<file path="config.mk">
export PLATFORM = sky130hd
export DESIGN_NAME = multicycle_controller
export DESIGN_NICKNAME = d
export VERILOG_FILES = /design/src/rtl/multicycle_controller.sv
export SDC_FILE = /design/constraint.sdc
export NUM_CORES = 1
export LEC_CHECK = 0
export ABC_AREA = 1
export BUFFER_PORTS_ARGS = -buffer_cell sky130_fd_sc_hd__buf_2
export CAP_MARGIN = 10
export CORE_MARGIN = 5
export CORE_UTILIZATION = 55
export CTS_CLUSTER_SIZE = 16
export DETAILED_ROUTE_END_ITERATION = 10
export PLACE_DENSITY_LB_ADDON = 0.1
export SYNTH_ARGS = -nofsm -noshare
export SYNTH_HDL_FRONTEND = slang
export SYNTH_SLANG_ARGS = --single-unit
</file>
<file path="constraint.sdc">
create_clock -name clk -period 4.6 [get_ports clk]
set_clock_uncertainty 0.2 [all_clocks]
set_input_delay 0.69 -clock clk [delete_from_list [all_inputs] [get_ports clk]]
set_output_delay 0.69 -clock clk [all_outputs]
set_load 0.05 [all_outputs]
</file>
<file path="src/rtl/multicycle_controller.sv">
// -----------------------------------------------------------------------------
// multicycle_controller
// Central sequencing FSM for the multi-cycle RV32 core. Each instruction walks
// FETCH -> DECODE -> EXEC -> [MUL_WAIT | MEM] -> [WB] -> FETCH. The block drives
// the memory handshake, IR/PC/register-file write enables, datapath mux selects
// and the multiplier launch pulse. It parks in HALT on the null instruction and
// in TRAP on an illegal opcode or a handshake that never completes.
//
// Ports
//   clk           core clock, all state changes on the rising edge
//   rst           synchronous active-high reset
//   op_type[4:0]  decoder instruction class (I_* encodings below)
//   branch_taken  ALU compare result, used only in EXEC for branches
//   mem_ack       memory completion strobe, ignored unless mem_req is high
//   mul_done      multiplier completion strobe, used only in MUL_WAIT
//   mem_req       memory request, held until acknowledged
//   mem_we        store strobe qualifying mem_req
//   addr_sel      memory address: 0 = PC, 1 = rs1 + offset
//   ir_we         instruction-register load
//   pc_we         PC update
//   pc_sel        next PC: 0 = PC+4, 1 = PC+offset
//   rf_we         register-file write
//   wb_sel[1:0]   writeback source: 0 ALU, 1 memory, 2 PC+4, 3 immediate
//   mul_start     one-cycle multiplier launch
//   state_o[2:0]  current state (debug)
//   halted        sticky, null instruction seen
//   illegal       sticky, illegal opcode seen
//   timeout       sticky, handshake timeout
//   instret       retired-instruction count, wraps modulo 2^CNT_W
// -----------------------------------------------------------------------------
module multicycle_controller #(
    parameter int TIMEOUT = 16,
    parameter int CNT_W   = 32
) (
    input  logic             clk,
    input  logic             rst,
    input  logic [4:0]       op_type,
    input  logic             branch_taken,
    input  logic             mem_ack,
    input  logic             mul_done,
    output logic             mem_req,
    output logic             mem_we,
    output logic             addr_sel,
    output logic             ir_we,
    output logic             pc_we,
    output logic             pc_sel,
    output logic             rf_we,
    output logic [1:0]       wb_sel,
    output logic             mul_start,
    output logic [2:0]       state_o,
    output logic             halted,
    output logic             illegal,
    output logic             timeout,
    output logic [CNT_W-1:0] instret
);

    // Instruction class encodings shared with the decoder.
    localparam logic [4:0] I_NULL  = 5'd0;
    localparam logic [4:0] I_ADD   = 5'd1;
    localparam logic [4:0] I_SUB   = 5'd2;
    localparam logic [4:0] I_XOR   = 5'd3;
    localparam logic [4:0] I_OR    = 5'd4;
    localparam logic [4:0] I_AND   = 5'd5;
    localparam logic [4:0] I_ADDI  = 5'd6;
    localparam logic [4:0] I_LUI   = 5'd7;
    localparam logic [4:0] I_AUIPC = 5'd8;
    localparam logic [4:0] I_JAL   = 5'd9;
    localparam logic [4:0] I_MUL   = 5'd10;
    localparam logic [4:0] I_MULH  = 5'd11;
    localparam logic [4:0] I_LW    = 5'd12;
    localparam logic [4:0] I_SW    = 5'd13;
    localparam logic [4:0] I_BEQ   = 5'd14;
    localparam logic [4:0] I_BNE   = 5'd15;
    localparam logic [4:0] I_BLT   = 5'd16;
    localparam logic [4:0] I_BGE   = 5'd17;
    localparam logic [4:0] I_ERR   = 5'd31;

    // The wait counter only has to reach TIMEOUT-1.
    localparam int                WAIT_W    = $clog2(TIMEOUT);
    localparam logic [WAIT_W-1:0] WAIT_LAST = WAIT_W'(TIMEOUT - 1);

    typedef enum logic [2:0] {
        S_FETCH    = 3'd0,
        S_DECODE   = 3'd1,
        S_EXEC     = 3'd2,
        S_MUL_WAIT = 3'd3,
        S_MEM      = 3'd4,
        S_WB       = 3'd5,
        S_HALT     = 3'd6,
        S_TRAP     = 3'd7
    } state_t;

    state_t             state_q, state_d;
    logic [4:0]         op_q, op_d;
    logic [WAIT_W-1:0]  wait_q, wait_d;
    logic               halted_q, halted_d;
    logic               illegal_q, illegal_d;
    logic               timeout_q, timeout_d;
    logic [CNT_W-1:0]   instret_q, instret_d;

    logic               mem_req_s, mem_we_s, addr_sel_s, ir_we_s, pc_we_s;
    logic               pc_sel_s, rf_we_s, mul_start_s, retire_s, wait_hit_s;
    logic [1:0]         wb_sel_s;

    // Every opcode the datapath knows how to execute (I_NULL handled separately).
    function automatic logic is_exec_op(input logic [4:0] op);
        logic ok;
        case (op)
            I_ADD, I_SUB, I_XOR, I_OR, I_AND, I_ADDI, I_LUI, I_AUIPC, I_JAL,
            I_MUL, I_MULH, I_LW, I_SW, I_BEQ, I_BNE, I_BLT, I_BGE: ok = 1'b1;
            default:                                              ok = 1'b0;
        endcase
        return ok;
    endfunction

    // Next-state, flag, counter and control-output decode.
    always_comb begin
        state_d     = state_q;
        op_d        = op_q;
        halted_d    = halted_q;
        illegal_d   = illegal_q;
        timeout_d   = timeout_q;
        mem_req_s   = 1'b0;
        mem_we_s    = 1'b0;
        addr_sel_s  = 1'b0;
        ir_we_s     = 1'b0;
        pc_we_s     = 1'b0;
        pc_sel_s    = 1'b0;
        rf_we_s     = 1'b0;
        wb_sel_s    = 2'd0;
        mul_start_s = 1'b0;
        retire_s    = 1'b0;
        wait_hit_s  = (wait_q == WAIT_LAST);

        case (state_q)
            S_FETCH: begin
                mem_req_s = 1'b1;
                if (mem_ack) begin
                    ir_we_s = 1'b1;
                    state_d = S_DECODE;
                end else if (wait_hit_s) begin
                    state_d   = S_TRAP;
                    timeout_d = 1'b1;
                end else begin
                    state_d = S_FETCH;
                end
            end
            S_DECODE: begin
                op_d = op_type;
                if (op_type == I_NULL) begin
                    state_d  = S_HALT;
                    halted_d = 1'b1;
                end else if (is_exec_op(op_type)) begin
                    state_d = S_EXEC;
                end else begin
                    // I_ERR lands here along with every unlisted encoding.
                    state_d   = S_TRAP;
                    illegal_d = 1'b1;
                end
            end
            S_EXEC: begin
                case (op_q)
                    I_MUL, I_MULH: begin
                        mul_start_s = 1'b1;
                        state_d     = S_MUL_WAIT;
                    end
                    I_LW, I_SW: begin
                        state_d = S_MEM;
                    end
                    I_BEQ, I_BNE, I_BLT, I_BGE: begin
                        pc_we_s  = 1'b1;
                        pc_sel_s = branch_taken;
                        retire_s = 1'b1;
                        state_d  = S_FETCH;
                    end
                    I_ADD, I_SUB, I_XOR, I_OR, I_AND, I_ADDI, I_LUI, I_AUIPC,
                    I_JAL: begin
                        state_d = S_WB;
                    end
                    default: begin
                        // op_q was already screened in DECODE; treat corruption as illegal.
                        state_d   = S_TRAP;
                        illegal_d = 1'b1;
                    end
                endcase
            end
            S_MUL_WAIT: begin
                if (mul_done) begin
                    state_d = S_WB;
                end else if (wait_hit_s) begin
                    state_d   = S_TRAP;
                    timeout_d = 1'b1;
                end else begin
                    state_d = S_MUL_WAIT;
                end
            end
            S_MEM: begin
                mem_req_s  = 1'b1;
                addr_sel_s = 1'b1;
                mem_we_s   = (op_q == I_SW);
                if (mem_ack) begin
                    if (op_q == I_SW) begin
                        // Stores have nothing to write back and retire here.
                        pc_we_s  = 1'b1;
                        retire_s = 1'b1;
                        state_d  = S_FETCH;
                    end else begin
                        state_d = S_WB;
                    end
                end else if (wait_hit_s) begin
                    state_d   = S_TRAP;
                    timeout_d = 1'b1;
                end else begin
                    state_d = S_MEM;
                end
            end
            S_WB: begin
                rf_we_s  = 1'b1;
                pc_we_s  = 1'b1;
                pc_sel_s = (op_q == I_JAL);
                retire_s = 1'b1;
                state_d  = S_FETCH;
                case (op_q)
                    I_LW:    wb_sel_s = 2'd1;
                    I_JAL:   wb_sel_s = 2'd2;
                    I_LUI:   wb_sel_s = 2'd3;
                    default: wb_sel_s = 2'd0;
                endcase
            end
            S_HALT:  state_d = S_HALT;
            S_TRAP:  state_d = S_TRAP;
            default: state_d = S_TRAP;
        endcase

        // Counter restarts on any state change; while parked in a wait state
        // the awaited strobe is necessarily low, so it simply counts up.
        if (state_d != state_q) begin
            wait_d = {WAIT_W{1'b0}};
        end else if ((state_q == S_FETCH) || (state_q == S_MEM) ||
                     (state_q == S_MUL_WAIT)) begin
            wait_d = wait_q + {{(WAIT_W-1){1'b0}}, 1'b1};
        end else begin
            wait_d = {WAIT_W{1'b0}};
        end

        instret_d = instret_q + {{(CNT_W-1){1'b0}}, retire_s};
    end

    // State, latched opcode, wait counter, sticky flags and retire counter.
    always_ff @(posedge clk) begin
        if (rst) begin
            state_q   <= S_FETCH;
            op_q      <= 5'd0;
            wait_q    <= {WAIT_W{1'b0}};
            halted_q  <= 1'b0;
            illegal_q <= 1'b0;
            timeout_q <= 1'b0;
            instret_q <= {CNT_W{1'b0}};
        end else begin
            state_q   <= state_d;
            op_q      <= op_d;
            wait_q    <= wait_d;
            halted_q  <= halted_d;
            illegal_q <= illegal_d;
            timeout_q <= timeout_d;
            instret_q <= instret_d;
        end
    end

    // Reset masks every output, so an aborted instruction never fires an enable.
    assign mem_req   = mem_req_s   & ~rst;
    assign mem_we    = mem_we_s    & ~rst;
    assign addr_sel  = addr_sel_s  & ~rst;
    assign ir_we     = ir_we_s     & ~rst;
    assign pc_we     = pc_we_s     & ~rst;
    assign pc_sel    = pc_sel_s    & ~rst;
    assign rf_we     = rf_we_s     & ~rst;
    assign wb_sel    = rst ? 2'd0 : wb_sel_s;
    assign mul_start = mul_start_s & ~rst;
    assign state_o   = rst ? 3'd0 : state_q;
    assign halted    = halted_q    & ~rst;
    assign illegal   = illegal_q   & ~rst;
    assign timeout   = timeout_q   & ~rst;
    assign instret   = rst ? {CNT_W{1'b0}} : instret_q;

endmodule
</file>
==> summary.md, run 1 <==
Final hold analysis gives a worst-case slack of 0.257 ns. The count of pins over their slew limit is 0, and the relative area change from synthesis to final layout is 14.7%. The summed negative setup slack over all endpoints came out at 0 ns. Area of the core: 5070 µm². The design draws 1220 µW. The tree is rooted in a sky130_fd_sc_hd__clkbuf_8.

The post-route fraction of the period consumed by the critical path was 0.691. For the sequential share of power, the log shows 0.406. Setup violations remaining at the end of the flow were counted as 0.

The worst-case IR drop observed on VDD is 0.254 mV. In this run, the number of DRC markers left after iteration 0 of detailed routing was 179. The worst path in the final design needs a cycle of 3.18 ns, including I/O delays and setup. After technology mapping, the gate count stands at 452. The cell area that synthesis handed to floorplanning was 2850 µm². The die extent in y came out at 82.0 µm.

The net count of the finished layout is 519. The number of port buffers was 57; the cell count after placement was 569. Pin placement for this block handled 58 I/O pins. The Yosys step of the flow raised 0 warnings.

For the data arrival at the endpoint of the critical path, the log shows 3.16 ns. STA puts the critical path data required time at 4.58 ns. After the flow finishes, the layout carries non-filler instances totaling 577.

Counting flops and latches in the post-synthesis netlist gives 47. By startpoint and endpoint, the worst setup path is classified as reg -> reg. The simple-gate portion of the synthesized area was 0.412; the adder-cell area share of the yosys netlist was 0.0132.

Multiplexer area fraction after synthesis: 0. The maximum fanout along the worst path came out at 9. The remaining global-route overflow is 0, and the standard cell area after detailed placement is 3190 µm². The proportion of layout cells with a drive suffix above 1 works out to 0.189.

TritonCTS built the clock tree. Launch point of the worst path: state_q[2]. The longest clock path from root to sink contains 2 buffers. The antenna diode instance count was 0; the number of cell rows was 26. The count of nets left with antenna violations once routing finished came out at 0. For the worst-skew pair, the clock arrives at the later sink with an insertion delay of 0.30 ns.

After detailed routing, the average wire length per cell comes to 11.6 µm. The area share of xor/xnor cells in the synthesized design is 0.0184, and the global placer's final weighted congestion is 0.954. The total power divided by cell area was 372 nW/µm²; the part of the power in combinational logic was 0.392. Setup repair after global routing left no endpoint under its margin.

Using the TritonRoute via totals, the vias-per-cell ratio works out to 5.02. The first-pass GRT wire length is 11,300 µm, and the effective utilization at floorplan is 0.562. After clock tree synthesis, the flow added hold-fix buffers numbering 0.

In this run the critical register-to-register path is launched from state_q[2]. The run gives 4 as the number of detailed-routing iterations run before antenna repair. For the pin with the worst max-slew slack, the measured transition is 0.758 ns.

Internal power: 689 µW. The maximum number of pins on one net before global-route repair is 36, and the remaining routing DRC violations is 0. The worst setup path is captured at a flop. The detailed router placed 2,894 vias in this run. The static leakage power is 0.00154 µW, and the switching part of the total power is 0.434. The tools report the kind of start point of the critical path as a flop. Clock-pin slew was measured on the worst setup and hold paths at 0.09 ns. Summed over all nets, the switching power comes to 529 µW. The run finished with clean final reports. The post-synthesis compound-gate area fraction came out at 0.105. The clock network fraction of design power was 0.202.

After synthesis, the mean cell area works out to 6.31 µm². The finished cells cover 3270 µm². Once the clock tree was built, the setup fixing pass inserted 0 buffers.

The sequential-to-total area share from yosys stat is 0.330. The number of global-route vias before repair is 2,644. The routed design has 6670 µm of wire. The logs give 0.494 for the relative slew slack and 6730 µm² for the die area.

The startpoint identified for the worst hold timing path is wait_q[0]. For the net count after synthesis, the log shows 465. The deepest level of the CTS H-tree came out at 2.

The CTS buffer count came out at 5. For this run, the top clock speed supported by timing is 0.315 GHz. The tool flagged a number of max-cap violations equal to 0.

The initial antenna violation count was 0; the number of distinct library cells after synthesis was 36. The tightest min-delay check is of the reg -> reg type. The half-perimeter wire length of the detailed placement result came out at 5230 µm. Gates resized during post-CTS repair numbered 0. Clock tree synthesis found a total of 47 sinks.

By area, the combinational part of the netlist is dominated by simple AND/OR/NAND/NOR gates. The die boundary width is 82.0 µm, and the hold violation total from the final report is 0. The global-route usage over all layers was 0.214.
[final timing paths]
check,to,slack [ns],cells after the start
max,instret_q[24],1.42,21
min,wait_q[0],0.26,1
max reg2reg,instret_q[24],1.42,21
min reg2reg,wait_q[0],0.26,1
[through the flow]
| step | setup WS, ns | utilization |
|---|---|---|
| 3_3_place_gp | 1.35 | 0.629 |
| 4_1_cts | 1.41 | 0.645 |
| 6_report | 1.42 | 0.645 |
| 3_5_place_dp | 1.26 | 0.629 |
| 2_1_floorplan | 1.33 | - |
| 5_1_grt | 1.03 | 0.645 |
[cells in the final DEF, fill, tap and decap left out, types with 4 or more instances in the layout]
cell type,netlist,layout
sky130_fd_sc_hd__nor2_1,87,87
sky130_fd_sc_hd__nand2_2,4,4
sky130_fd_sc_hd__xor2_1,5,5
sky130_fd_sc_hd__dfxtp_1,47,47
sky130_fd_sc_hd__nand3_1,32,32
sky130_fd_sc_hd__clkbuf_8,0,5
sky130_fd_sc_hd__inv_1,76,76
sky130_fd_sc_hd__nor2_2,7,7
sky130_fd_sc_hd__nor3b_2,4,4
sky130_fd_sc_hd__o21ai_0,22,22
sky130_fd_sc_hd__nor3_1,19,19
sky130_fd_sc_hd__nand4_1,10,10
sky130_fd_sc_hd__inv_2,4,4
sky130_fd_sc_hd__nand2_1,69,69
sky130_fd_sc_hd__buf_2,2,57
sky130_fd_sc_hd__a21oi_1,24,24
[layout make-up]
type	count	area [µm²]
Clock buffer	5	68.8
Clock inverter	3	15.0
Fill cell	502	1800
Inverter	81	304
Multi-Input combinational cell	313	1570
Sequential cell	47	941
Tap cell	70	87.6
Timing Repair Buffer	58	293
[layer usage]
| layer | part of all wire | wire length (µm) | global-route usage |
|---|---|---|---|
| met1 | 0.44 | 2940 | 0.260 |
| met2 | 0.49 | 3270 | 0.376 |
| met3 | 0.053 | 355 | 0.0384 |
| met4 | 0.015 | 98 | 0.0714 |
| met5 | 0 | 0 | 0 |
[power groups by stage]
stage	registers [µW]	clock network, µW	logic (µW)
6_report	495	246	477
5_1_grt	503	277	538
4_1_cts	494	253	479
3_5_place_dp	503	0	478
3_3_place_gp	503	0	472
2_1_floorplan	486	0	398
[cells in the mapped netlist]
cell | instances | area [µm²]
sky130_fd_sc_hd__nor3_1 | 19 | 95.1
sky130_fd_sc_hd__nand4_1 | 10 | 62.6
sky130_fd_sc_hd__a21oi_1 | 24 | 120
sky130_fd_sc_hd__nor3b_2 | 4 | 50.1
sky130_fd_sc_hd__nor3_2 | 2 | 20.0
sky130_fd_sc_hd__nand2_2 | 4 | 25.0
sky130_fd_sc_hd__clkinv_1 | 1 | 3.75
sky130_fd_sc_hd__clkbuf_1 | 6 | 22.5
sky130_fd_sc_hd__o21ai_2 | 1 | 8.76
sky130_fd_sc_hd__nor3_4 | 1 | 16.3
sky130_fd_sc_hd__a211oi_1 | 1 | 7.51
sky130_fd_sc_hd__o21ai_0 | 22 | 110
sky130_fd_sc_hd__nand2_4 | 2 | 22.5
sky130_fd_sc_hd__o21a_1 | 1 | 7.51
sky130_fd_sc_hd__xor2_1 | 5 | 43.8
sky130_fd_sc_hd__nor2_4 | 3 | 33.8
sky130_fd_sc_hd__buf_2 | 2 | 10.0
sky130_fd_sc_hd__nor3b_1 | 2 | 15.0
sky130_fd_sc_hd__o211ai_1 | 1 | 7.51
sky130_fd_sc_hd__inv_1 | 76 | 285
sky130_fd_sc_hd__nor2_1 | 87 | 327
sky130_fd_sc_hd__nor2_2 | 7 | 43.8
sky130_fd_sc_hd__o32ai_1 | 1 | 8.76
sky130_fd_sc_hd__a221oi_1 | 1 | 8.76
sky130_fd_sc_hd__dfxtp_1 | 47 | 941
sky130_fd_sc_hd__o21ai_1 | 3 | 15.0
sky130_fd_sc_hd__or2_0 | 1 | 6.26
sky130_fd_sc_hd__nand3_1 | 32 | 160
sky130_fd_sc_hd__buf_1 | 3 | 11.3
sky130_fd_sc_hd__xnor2_1 | 1 | 8.76
sky130_fd_sc_hd__ha_1 | 3 | 37.5
sky130_fd_sc_hd__a31oi_1 | 1 | 6.26
sky130_fd_sc_hd__nand2_1 | 69 | 259
sky130_fd_sc_hd__nor4_1 | 3 | 18.8
sky130_fd_sc_hd__nand3_2 | 2 | 20.0
sky130_fd_sc_hd__inv_2 | 4 | 15.0
[state kept, by name (all words and copies together) (netlist names)]
name	cells
instret_q	32
op_q	5
wait_q	4
state_q	3
halted_q	1
illegal_q	1
timeout_q	1
[cells by family after synthesis]
kind of cell,after synthesis
buf+inv,92
simple gates,248
flops,47
xor+xnor,6
compound gates,56
fa+ha+maj,3
[worst max-delay path, cell delays in order (launching register included)]
cell,delay (ns)
sky130_fd_sc_hd__dfxtp_1,0.42
sky130_fd_sc_hd__inv_2,0.13
sky130_fd_sc_hd__nand2_2,0.09
sky130_fd_sc_hd__nor2_2,0.06
sky130_fd_sc_hd__inv_2,0.13
sky130_fd_sc_hd__nor2_2,0.05
sky130_fd_sc_hd__nand2_1,0.08
sky130_fd_sc_hd__nand3_1,0.07
sky130_fd_sc_hd__nor2_1,0.09
sky130_fd_sc_hd__nand3_1,0.13
sky130_fd_sc_hd__o21ai_2,0.17
sky130_fd_sc_hd__ha_1,0.18
sky130_fd_sc_hd__ha_1,0.16
sky130_fd_sc_hd__nand2_1,0.08
sky130_fd_sc_hd__nor2_2,0.16
sky130_fd_sc_hd__nand2_2,0.11
sky130_fd_sc_hd__nor2_4,0.14
sky130_fd_sc_hd__nand2_4,0.09
sky130_fd_sc_hd__nor3_4,0.15
sky130_fd_sc_hd__nand2_2,0.09
sky130_fd_sc_hd__nor3_1,0.19
sky130_fd_sc_hd__nor3b_2,0.06
No activity file was read; power rests on OpenSTA's default activity.
==> run 2: changes to the inputs <==
==> constraint.sdc (replaced) <==
create_clock -name clk -period 3 [get_ports clk]
set_clock_uncertainty 0.2 [all_clocks]
set_input_delay 0.45 -clock clk [delete_from_list [all_inputs] [get_ports clk]]
set_output_delay 0.45 -clock clk [all_outputs]
set_load 0.05 [all_outputs]
==> summary.md, run 2 (synthesis results as in run 1) <==
The tools report the global placer's final weighted congestion as 0.921 (-3.5%). In the final layout, the registers with the most flip-flops are instret_q (32), op_q (5), wait_q (4). For the relative slew slack, the log shows 0.322 (-0.173). The residual antenna-violating net count after detailed routing is 0 (unchanged), and the cell depth of the worst hold path is 3 (+2). The effective utilization at floorplan is 0.562 (unchanged), and the routed length per instance is 12.5 µm (+8.5%). The critical path is of the reg -> reg type. For the later-pin clock latency in the skew report, the log shows 0.31 ns (about the same). The maximum single-stage delay on the critical path was 0.37 ns (-0.05 ns).

The number of flip-flops in the largest register was 32 (unchanged); the number of sinks on the clock net was 47 (unchanged). The run gives 28 (-22%) as the maximum number of pins on one net before global-route repair. The total power divided by cell area was 589 nW/µm² (+58%); the post-route cell area was 3660 µm² (+12%).

The run gives 5 (+1) as the number of detailed-routing iterations run before antenna repair. Leaving out fill and tap cells, the most frequent cells in the layout are sky130_fd_sc_hd__nor2_1 (80), sky130_fd_sc_hd__inv_1 (74), sky130_fd_sc_hd__nand2_1 (66). For the half-perimeter wire length of the detailed placement result, the log shows 5590 µm (+6.9%). The maximum fanout along the worst path was 5 (-4).

The slowest cell on the critical path was sky130_fd_sc_hd__dfxtp_4. The proportion of layout cells with a drive suffix above 1 is 0.296 (+0.107), and the CTS clock-pin slew for the worst setup and hold paths is 0.09 ns (about the same). The global-route usage over all layers was 0.232 (+0.0187); the worst-case reg-to-reg path depth was 20 (-4.8%). The run gives 26 (unchanged) as the number of cell rows. The number of vias per cell after detailed routing was 5.22 (+4.0%); the die boundary width was 82.0 µm (unchanged). The tools report the number of fillers in the final layout as 439 (-13%). The worst register-to-register path ends at instret_q[16]. The data arrival at the endpoint of the critical path was 2.95 ns (-0.21 ns). The transition time at the pin with the least slew margin is 1.01 ns (+0.250 ns).

The worst hold path terminates at op_q[3]. The hold violation total from the final report is 0 (unchanged), and the die extent in y is 82.0 µm (unchanged). The run gives 6730 µm² (unchanged) as the die area.

Setup repair after global routing could not meet its margin everywhere. The tools report the met3 global-route usage as 0.0351 (-0.00329). Buffer cell driving the clock tree root: sky130_fd_sc_hd__clkbuf_8. The final period demand of the worst path is 2.97 ns (-0.209 ns). The maximum clock frequency is 0.337 GHz (+7.0%).

Iteration-0 DRC count of the detailed router: 208 (+16%). Source of the worst hold timing path: op_type[3]. met2 is the most crowded layer. The tools report the post-layout worst setup margin as 0.0315 ns (-1.39 ns). The remaining global-route overflow is 0 (unchanged). The number of port buffers is 57 (unchanged). The post-route fraction of the period consumed by the critical path works out to 0.989 (+0.299).

The count of endpoints failing setup in the final report was 0 (unchanged); the worst setup slack for register-to-register paths was 0.03 ns (-1.39 ns). The total via count after detailed routing is 3,146 (+8.7%). The tools report the worst endpoint required time as 2.99 ns (-1.59 ns). The tools report the maximum buffer depth of the clock tree as 2 (unchanged). Initial antenna violation count: 0 (unchanged).

The logs give 0 (unchanged) for the antenna diode instance count and 3310 µm² (+3.9%) for the standard cell area after detailed placement. Leaving out fill and tap cells, the most frequent cell in the layout is sky130_fd_sc_hd__nor2_1. The CTS buffer count was 5 (unchanged); the worst slack after detailed placement was -0.0353 ns (-1.29 ns). The deepest level of the CTS H-tree is 2 (unchanged).

The endpoint type of the worst setup path is a flop. Class of the worst hold path: in -> reg. The number of top-level design ports is 58 (unchanged). The first-pass GRT wire length came out at 12,400 µm (+9.1%). Reg-to-reg startpoint: op_q[1]. Number of nets in the layout: 546 (+5.2%). The tools report the count of pins over their slew limit as 0 (unchanged).

For the worst hold margin, the log shows 0.190 ns (-0.0669 ns). The max-cap check violation count is 0 (unchanged), and the detailed-route wire length is 7560 µm (+13%). instret_q holds more flip-flops than any other register.

Traced cell by cell, the critical path runs through nand2_2 > inv_1 > nand3_2 > nand2_1 > nor2_2 > o211ai_1 > nand2_1 > nand3_2 > o21ai_2 > ha_2 > ha_4 > nand2_4 > nor2_4 > nand2_2 > nor2_4 > nand2_4 > nor3_4 > buf_4 > xor2_1 > nor2_1. Kind of start point of the critical path: a flop. The run finished with clean final reports. From synthesis to final layout, the design area changed by 28.4%. The logs give 0.408 (+0.0315) for the met2 track demand over resource in global routing and 5070 µm² (unchanged) for the area of the core.

The run gives 2,874 (+8.7%) as the number of global-route vias before repair. TritonCTS built the clock tree. The logs give 0.284 (+0.0233) for the routing usage on met1 and 0.437 mV (+72%) for the maximum vdd drop. The remaining routing DRC violations was 0 (unchanged); the static leakage power was 0.00174 µW (+13%).
[run 2: changes by cell type in the layout (fill, tap and decap cells not counted), sizes merged]
cell	previous run	this run
buf	58	85
clkbuf	5	6
clkinv	4	1
inv	80	81
[run 2: worst max path at each step]
stage	from	end	slack, ns	cells after the start
2_1_floorplan	state_q[2]	wb_sel[1]	0.04	8
5_1_grt	op_q[0]	instret_q[16]	-0.20	20
3_5_place_dp	op_type[1]	instret_q[24]	-0.04	19
4_1_cts	op_q[3]	instret_q[24]	0.01	19
6_report	op_q[1]	instret_q[16]	0.03	20
3_3_place_gp	op_q[2]	instret_q[24]	-0.005	18
[run 2: where the power goes]
group          switching [µW]  internal, µW  total [µW]
Sequential               90.1           711         801
Clock                     214           181         396
Combinational             612           350         963
Total                     917          1240        2160
[run 2: stage by stage]
stage	power [µW]	TNS (ns)	instances	utilization
6_report	2160	0	603	0.722
5_1_grt	2330	-1.85	603	0.722
4_1_cts	1990	0	592	0.672
3_5_place_dp	1600	-0.0607	585	0.653
3_3_place_gp	1590	-0.00477	585	0.653
2_1_floorplan	1360	0	452	-
[run 2: area by class of cell]
type | count | area [µm²] | area share
multi-input combinational | 313 | 1720 | 0.468
sequential | 47 | 966 | 0.264
timing repair buffer | 85 | 495 | 0.135
inverter | 81 | 312 | 0.0850
tap | 70 | 87.6 | 0.0239
clock buffer | 6 | 82.6 | 0.0225
clock inverter | 1 | 5.00 | 0.00137
[run 2: worst max-delay path: cells and delay by family (launching register included)]
kind,cells,cell delay (ns)
AND/OR/NAND/NOR,13,1.29
AO/OA/AOI/OAI,2,0.28
buffers and inverters,2,0.21
flip-flops,1,0.37
XOR/XNOR,1,0.13
adder cells (fa/ha/maj),2,0.37
[run 2: timing repair]
item / in CTS / in global routing
buffers inserted: 0 / 11
pin swaps: 0 / 17
setup endpoints to repair: 2 / 21
gates resized for setup: 3 / 55
hold buffers: 0 / 0
[run 2: routing by layer]
layer	wire length [µm]	share of wire
met1	3170	0.42
met2	3720	0.49
met3	443	0.059
met4	224	0.030
met5	0	0
